[config.mk]
export PLATFORM = sky130hd
export DESIGN_NAME = lvds_33_rx_deser_flat
export DESIGN_NICKNAME = d
export VERILOG_FILES = /design/src/rtl/lvds_33_rx_pkg.sv /design/src/rtl/lvds_33_rx_deser_if.sv /design/src/rtl/lvds_33_rx_sample.sv /design/src/rtl/lvds_33_rx_deser.sv /design/src/flat_wrapper.sv
export SDC_FILE = /design/constraint.sdc
export NUM_CORES = 1
export LEC_CHECK = 0
export BUFFER_PORTS_ARGS = -buffer_cell sky130_fd_sc_hd__buf_4
export CORE_ASPECT_RATIO = 1.25
export CORE_MARGIN = 8
export CORE_UTILIZATION = 50
export DETAILED_ROUTE_END_ITERATION = 12
export PLACE_DENSITY = 0.74
export SLEW_MARGIN = 20
export SYNTH_ARGS = -nofsm -noshare
export SYNTH_HDL_FRONTEND = slang
export SYNTH_SLANG_ARGS = --single-unit
[constraint.sdc]
create_clock -name C -period 2.8 [get_ports C]
set_clock_uncertainty 0.2 [all_clocks]
set_input_delay 0 -clock C [delete_from_list [all_inputs] [get_ports C]]
set_output_delay 0 -clock C [all_outputs]
set_load 0.03 [all_outputs]
[src/rtl/lvds_33_rx_pkg.sv]
// Shared types and constants for the LVDS_33 receive deserializer.
// Pair checking is compiled in with LVDS_33_RX_PAIR_CHECK_EN.
package lvds_33_rx_pkg;

  typedef enum logic [1:0] {
    S_HUNT    = 2'd0,
    S_CONFIRM = 2'd1,
    S_LOCKED  = 2'd2
  } rx_state_e;

  localparam logic [7:0]  SYNC_DEFAULT = 8'hA5;
  localparam int unsigned MC_W         = 4;

endpackage

[src/rtl/lvds_33_rx_deser_if.sv]
// Pad-side pair and parallel word output of the LVDS_33 receive deserializer.
// Same bundle whether or not LVDS_33_RX_PAIR_CHECK_EN is defined.
interface lvds_33_rx_deser_if #(
  parameter int unsigned WIDTH = 8
);
  logic             I;
  logic             IB;
  logic [WIDTH-1:0] Q;
  logic             QV;
  logic             LOCKED;
  logic             ERR;

  modport master (output I, IB, input Q, QV, LOCKED, ERR);
  modport slave  (input I, IB, output Q, QV, LOCKED, ERR);
endinterface

[src/rtl/lvds_33_rx_sample.sv]
// Input stage: registers the differential pair into a data bit and a pair-valid flag.
// With LVDS_33_RX_PAIR_CHECK_EN undefined, IB is ignored and the pair is always valid.
module lvds_33_rx_sample (
  input  logic C,
  input  logic R,
  input  logic I,
  input  logic IB,
  output logic b,
  output logic v
);

`ifdef LVDS_33_RX_PAIR_CHECK_EN
  // v is registered from the same edge as b, so it equals (I_r != IB_r)
  always_ff @(posedge C) begin
    if (R) begin
      b <= 1'b0;
      v <= 1'b0;
    end else begin
      b <= I;
      v <= (I != IB);
    end
  end
`else
  logic unused_ib;
  assign unused_ib = IB;

  always_ff @(posedge C) begin
    if (R) begin
      b <= 1'b0;
      v <= 1'b1;
    end else begin
      b <= I;
      v <= 1'b1;
    end
  end
`endif

endmodule

[src/rtl/lvds_33_rx_deser.sv]
// LVDS_33 receive deserializer: sync-word framer delivering aligned WIDTH-bit words.
// Define LVDS_33_RX_PAIR_CHECK_EN to drop lock and pulse ERR on an undriven/invalid pair.
module lvds_33_rx_deser
  import lvds_33_rx_pkg::*;
#(
  parameter int unsigned      WIDTH      = 8,
  parameter logic [WIDTH-1:0] SYNC       = WIDTH'(SYNC_DEFAULT),
  parameter int unsigned      LOCK_COUNT = 2
) (
  input logic                C,
  input logic                R,
  lvds_33_rx_deser_if.slave  bus
);

`ifdef LVDS_33_RX_PAIR_CHECK_EN
  localparam bit PAIR_CHECK = 1'b1;
`else
  localparam bit PAIR_CHECK = 1'b0;
`endif

  localparam int unsigned     BC_W    = $clog2(WIDTH);
  localparam logic [BC_W-1:0] BC_LAST = BC_W'(WIDTH - 1);
  localparam logic [MC_W-1:0] MC_LOCK = MC_W'(LOCK_COUNT);

  logic             b;
  logic             v;
  rx_state_e        state, state_nxt;
  logic [WIDTH-1:0] sr;
  logic [BC_W-1:0]  bc, bc_nxt;
  logic [MC_W-1:0]  mc, mc_nxt, mc_inc;
  logic [WIDTH-1:0] q_r, q_nxt;
  logic             qv_r, qv_nxt;
  logic             locked_r;
  logic             err_r, err_nxt;
  logic             wrap;
  logic             match;
  logic             pair_bad;

  lvds_33_rx_sample u_sample (
    .C  (C),
    .R  (R),
    .I  (bus.I),
    .IB (bus.IB),
    .b  (b),
    .v  (v)
  );

  assign wrap     = (bc == BC_LAST);
  assign match    = (sr == SYNC);
  assign pair_bad = PAIR_CHECK && !v;
  assign mc_inc   = mc + MC_W'(1);

  // State register plus shift register, counters and registered outputs
  always_ff @(posedge C) begin
    if (R) begin
      state    <= S_HUNT;
      sr       <= '0;
      bc       <= '0;
      mc       <= '0;
      q_r      <= '0;
      qv_r     <= 1'b0;
      locked_r <= 1'b0;
      err_r    <= 1'b0;
    end else begin
      state    <= state_nxt;
      sr       <= {sr[WIDTH-2:0], b};
      bc       <= bc_nxt;
      mc       <= mc_nxt;
      q_r      <= q_nxt;
      qv_r     <= qv_nxt;
      locked_r <= (state_nxt == S_LOCKED);
      err_r    <= err_nxt;
    end
  end

  // Framer next-state and output decode
  always_comb begin
    state_nxt = state;
    bc_nxt    = wrap ? '0 : bc + BC_W'(1);
    mc_nxt    = mc;
    q_nxt     = q_r;
    qv_nxt    = 1'b0;
    err_nxt   = 1'b0;

    case (state)
      S_HUNT: begin
        if (!pair_bad && match) begin
          bc_nxt    = '0;
          mc_nxt    = MC_W'(1);
          state_nxt = (LOCK_COUNT == 1) ? S_LOCKED : S_CONFIRM;
        end
      end

      S_CONFIRM: begin
        if (pair_bad) begin
          state_nxt = S_HUNT;
          mc_nxt    = '0;
        end else if (wrap) begin
          if (match) begin
            if (mc_inc >= MC_LOCK) begin
              mc_nxt    = MC_LOCK;
              state_nxt = S_LOCKED;
            end else begin
              mc_nxt = mc_inc;
            end
          end else begin
            state_nxt = S_HUNT;
            mc_nxt    = '0;
          end
        end
      end

      S_LOCKED: begin
        // An invalid pair discards the partial word and restarts the hunt
        if (pair_bad) begin
          state_nxt = S_HUNT;
          bc_nxt    = '0;
          mc_nxt    = '0;
          err_nxt   = 1'b1;
        end else if (wrap) begin
          q_nxt  = sr;
          qv_nxt = 1'b1;
        end
      end

      default: begin
        state_nxt = S_HUNT;
        mc_nxt    = '0;
      end
    endcase
  end

  assign bus.Q      = q_r;
  assign bus.QV     = qv_r;
  assign bus.LOCKED = locked_r;
  assign bus.ERR    = err_r;

endmodule

[src/flat_wrapper.sv]
// flat-port wrapper written by rule: the top's interface ports become plain ports
module lvds_33_rx_deser_flat import lvds_33_rx_pkg::*;
#(
  parameter int unsigned      WIDTH      = 8,
  parameter logic [WIDTH-1:0] SYNC       = WIDTH'(SYNC_DEFAULT),
  parameter int unsigned      LOCK_COUNT = 2
)
  (C, R, bus_I, bus_IB, bus_Q, bus_QV, bus_LOCKED, bus_ERR);
  lvds_33_rx_deser_if #(.WIDTH(WIDTH)) bus_i ();
  input logic C;
  input logic R;
  input wire logic [$bits(bus_i.I)-1:0] bus_I;
  input wire logic [$bits(bus_i.IB)-1:0] bus_IB;
  output wire logic [$bits(bus_i.Q)-1:0] bus_Q;
  output wire logic [$bits(bus_i.QV)-1:0] bus_QV;
  output wire logic [$bits(bus_i.LOCKED)-1:0] bus_LOCKED;
  output wire logic [$bits(bus_i.ERR)-1:0] bus_ERR;
  assign bus_i.I = bus_I;
  assign bus_i.IB = bus_IB;
  assign bus_Q = bus_i.Q;
  assign bus_QV = bus_i.QV;
  assign bus_LOCKED = bus_i.LOCKED;
  assign bus_ERR = bus_i.ERR;
  lvds_33_rx_deser #(.WIDTH(WIDTH), .SYNC(SYNC), .LOCK_COUNT(LOCK_COUNT)) u_core (.C(C), .R(R), .bus(bus_i));
endmodule
== Yosys cells after proc, flatten, opt, wreduce, memory -nomap -nowiden ==
Cells that the tools add are included.

* Flip-flop bits (word level): 28
* Bits of input ports: 4
* Logic and storage cells: 37
* Output and inout port bits: 11

* $add $sub $neg: 2
* Mux-type cells: 14
* Eq/ne operators: 7
* Bitwise operators: 1
* Reduce and logical (&&, ||, !) cells: 4
* Order comparisons: 1

{| class="wikitable"
|+ Operator list
! cell !! number
|-
| two-way mux 4 bit || 4
|-
| one-hot mux 4 bit (3 select lines) || 1
|-
| two-way mux 3 bit || 3
|-
| equality test 8 bit (second input constant) || 1
|-
| two-way mux 2 bit || 4
|-
| one-hot mux 2 bit (3 select lines) || 1
|-
| adder 4 x 1 -> 4 bit (second input constant) || 1
|-
| equality test 2 bit (second input constant) || 2
|-
| >= comparator 4 x 2 -> 1 bit (second input constant) || 1
|-
| != test 2 x 1 -> 1 bit (second input constant) || 2
|-
| adder 3 x 1 -> 3 bit (second input constant) || 1
|-
| equality test 3 bit (second input constant) || 1
|-
| AND reduction 3 bit || 1
|-
| equality test 2 x 1 -> 1 bit (second input constant) || 1
|-
| logical NOT 2 bit || 1
|-
| AND reduction 2 bit || 1
|-
| OR reduction 2 bit || 1
|-
| two-way mux 1 bit || 1
|-
| NOT 1 bit || 1
|}

== Logic depth before layout (Yosys ltp) ==
* Depth after elaboration: 7
* Mapped depth: 6
* Mapped depth without buffers: 6

== Cells and area by module ==
Synthesis repeated with hierarchy kept, for this count alone.

* Cells, all modules: 100
* Area total of the unflattened synthesis: 1064.8 µm²

{| class="wikitable"
|+ Modules (own cells, without submodules)
! module !! seq. area each (µm²) !! area each (µm²) !! times used !! cells each
|-
| lvds_33_rx_deser || 540.5 || 1019.7 || 1 || 96
|-
| lvds_33_rx_sample || 20.0 || 45.0 || 1 || 4
|}

== Worst setup path after synthesis ==
Ideal clock, no wire load.

* Path type: flip-flop to flip-flop
* From: register u_core.mc[1]
* To: register u_core.mc[0]
* Buffers on the path: 0
* Cell stages (with the launch flop): 7
* Setup slack: 0.937 ns
* Setup time: 0.091 ns
* Data required time: 2.509 ns
* Arrival time: 1.572 ns
* Clock period less this slack: 1.863 ns
* Cells stage by stage: dfxtp_1 > inv_1 > ha_1 > nand2b_1 > or4_1 > a21bo_1 > a311oi_1

* Cells in the longest elaborated chain, start to end: 6

{| class="wikitable"
|+ RTL lines
! item !! line !! source
|-
| start: declaration || lvds_33_rx_deser.sv:30 || <nowiki>logic [MC_W-1:0] mc, mc_nxt, mc_inc;</nowiki>
|-
| start signal: assignment || lvds_33_rx_deser.sv:68 || <nowiki>mc <= mc_nxt;</nowiki>
|-
| adder 4 x 1 -> 4 bit || lvds_33_rx_deser.sv:51 || <nowiki>assign mc_inc = mc + MC_W'(1);</nowiki>
|-
| >= comparator 4 x 2 -> 1 bit || lvds_33_rx_deser.sv:100 || <nowiki>if (mc_inc >= MC_LOCK) begin</nowiki>
|-
| two-way mux 4 bit || lvds_33_rx_deser.sv:100 ||
|-
| two-way mux 4 bit || lvds_33_rx_deser.sv:99 || <nowiki>if (match) begin</nowiki>
|-
| two-way mux 4 bit || lvds_33_rx_deser.sv:98 || <nowiki>end else if (wrap) begin</nowiki>
|-
| one-hot mux 4 bit (3 select lines) || lvds_33_rx_deser.sv:85 || <nowiki>case (state)</nowiki>
|}

No other way between the ends. The select of a mux whose other input is x is not followed.
A chain may end at the register's enable or synchronous reset.

== Final worst setup path ==
Same ends and word-level chain as after synthesis.

==> results.cfg <==
[outcome]
status = finished, final reports clean

[synthesis]
syn-num-nets = 112
ys.flop_type = dfxtp_1
synth_edf_count = 0
yosysTopAreaCellShare_pct = 50.7
ys_types = 32
avgSynthCellArea_um2 = 10.6
async_flop_share_pct = 0
yosys_warnings = 0
syn_area_um2 = 1110
synth_sequential_area_ratio_pct = 50.7
synth_area_leader_cell = dfxtp_1
synth_area_leaders = dfxtp_1, mux2i_1, nor2b_1, ha_1, nor2_1
syn_inst = 104
ys_ff_latch = 28

[power]
leakage_nw = 0.608
peakVddDrop_mv = 0.377
power_density_nw_per_um2 = 533

[timing]
max_slew_margin_pct = 63.0
period_minus_slack_ns = 2.01
fin_crit_sh_pct = 71.7
hold_viol_final = 0
rsz0062_at_grt = false
setup_slack_ns = 0.793
finalSetupViolations = 0
tns_ns = 0
fmax_mhz = 498
tightest_slew_ns = 0.553
drv_slew = 0

[drt]
drcViolationCount = 0
ant_nets = 0
postRouteWirelength_um = 1830
drt-initial-drc-count = 22
via_per_inst = 5.67
vias = 782
wl_per_cell_um = 13.3
first_pass_iters = 4

[clocking]
cts_max_level = 1
cts_buffer_depth = 2
clk_latency_ns = 0.31
cts_tree = built
clock-sinks = 28
cts_root_buf = clkbuf_4
path_clk_slew_ns = 0.14
cts-buffers-inserted = 3
cts_resized = 0

[final_layout]
layout_commonest_cell = dfxtp_1
area_growth_pct = 15.5
layout_common_cells = dfxtp_1, buf_4, nor2_1
final_nets = 126
drive_above_1_share_pct = 15.4
stdcell_area_um2 = 1280
antenna_cells = 0
fill_cells = 188

[placement]
hpwl_um = 1350
gp_congestion = 0.772
numPortBuffers = 12
dp_slack_ns = 0.825
place_area_um2 = 1190

[worst_setup_path]
required_ns = 2.84
end_kind = flop
ff2ff_setup_slack_ns = 0.79
crit_type = reg2reg
worstPathArrival_ns = 2.04
path_max_fanout = 5
cp-start-kind = flop

[grt]
antenna_found_initial = 0
grt_max_degree = 27
grt_first_pass_wirelength_um = 3080
grt_use_total_pct = 9.66
grt_overflow = 0
grt_pass1_vias = 754

[die]
start_util_pct = 51.7
core_area_um2 = 2140
pin_count = 15
chipHeight_um = 68.6
die-area_um2 = 3980
die_x_um = 58.1
row_count = 19

[min_path]
hp-class = reg2reg

[job]
cap_violations = 0
## Yosys cell counts (3+ instances only)
library cell and n:
a21oi_1 5, clkbuf_1 4, dfxtp_1 28, ha_1 4
inv_1 3, mux2i_1 8, nor2_1 11, nor2b_1 10
nor3b_1 3
## per-stage QoR
stage | hold WS (ns) | power [mW] | instances | util [%]
after floorplan | -0.0718 | 0.430 | 104 | -
after global placement | 0.0109 | 0.432 | 131 | 55.8
after detailed placement | 0.0343 | 0.433 | 131 | 55.8
after CTS | 0.246 | 0.688 | 138 | 59.7
after global routing | 0.262 | 0.708 | 138 | 59.7
final | 0.239 | 0.681 | 138 | 59.7
## power by group
group / switching (mW) / internal [mW] / leakage, nW
Sequential: 0.00276 / 0.404 / 0.227
Combinational: 0.0105 / 0.00933 / 0.353
Clock: 0.109 / 0.145 / 0.0279
## kinds of logic after synthesis
group | after synthesis | share of synthesized area, %
AND/OR/NAND/NOR | 36 | 22.1
flip-flops | 28 | 50.7
AO/OA/AOI/OAI | 18 | 11.7
buffers and inverters | 9 | 3.51
multiplexers | 8 | 7.24
adder cells (fa/ha/maj) | 4 | 4.53
other | 1 | 0.339
## worst paths after layout
path	from	end	cells after the start
max reg2reg	u_core.mc[1]$_SDFFE_PP0P_	u_core.mc[0]$_SDFFE_PP0P_	6
max	u_core.mc[1]$_SDFFE_PP0P_	u_core.mc[0]$_SDFFE_PP0P_	6
min	u_core.bc[0]$_SDFF_PP0_	u_core.bc[0]$_SDFF_PP0_	1
min reg2reg	u_core.bc[0]$_SDFF_PP0_	u_core.bc[0]$_SDFF_PP0_	1
## final cells by class
class | count | area, um2 | share of cell area (%)
clock buffer | 3 | 22.5 | 1.76
clock inverter | 1 | 30.0 | 2.35
inverter | 3 | 11.3 | 0.881
multi-input combinational | 67 | 507 | 39.7
sequential | 28 | 561 | 43.9
tap | 21 | 26.3 | 2.06
timing repair buffer | 15 | 120 | 9.40
## critical path: stages, from the launching register on
cell and delay (ns):
dfxtp_1 0.43, inv_1 0.08, ha_1 0.29, nand2b_1 0.06, or4_1 0.42, a21bo_1 0.20
a311oi_1 0.24
## registers in the layout, indices dropped and copies added (netlist names)
signal	cells
u_core.bus.Q	8
u_core.bc	3
u_core.u_sample.b	1
u_core.bus.QV	1
u_core.state	2
u_core.bus.LOCKED	1
u_core.mc	4
u_core.sr	8
## routing by layer
metal	GRT usage [%]	vias to the layer above	wire (um)
met2	18.6	21	946
met1	10.0	368	773
met5	0	-	0
li1	-	391	-
met3	2.78	2	98
met4	2.76	0	12
## repair_timing
| action | CTS | global route |
|---|---|---|
| endpoints found under the hold margin | 25 | 0 |
| hold buffers | 3 | 0 |
| buffers inserted | 0 | 0 |
Power figures use the tool's default switching activity.
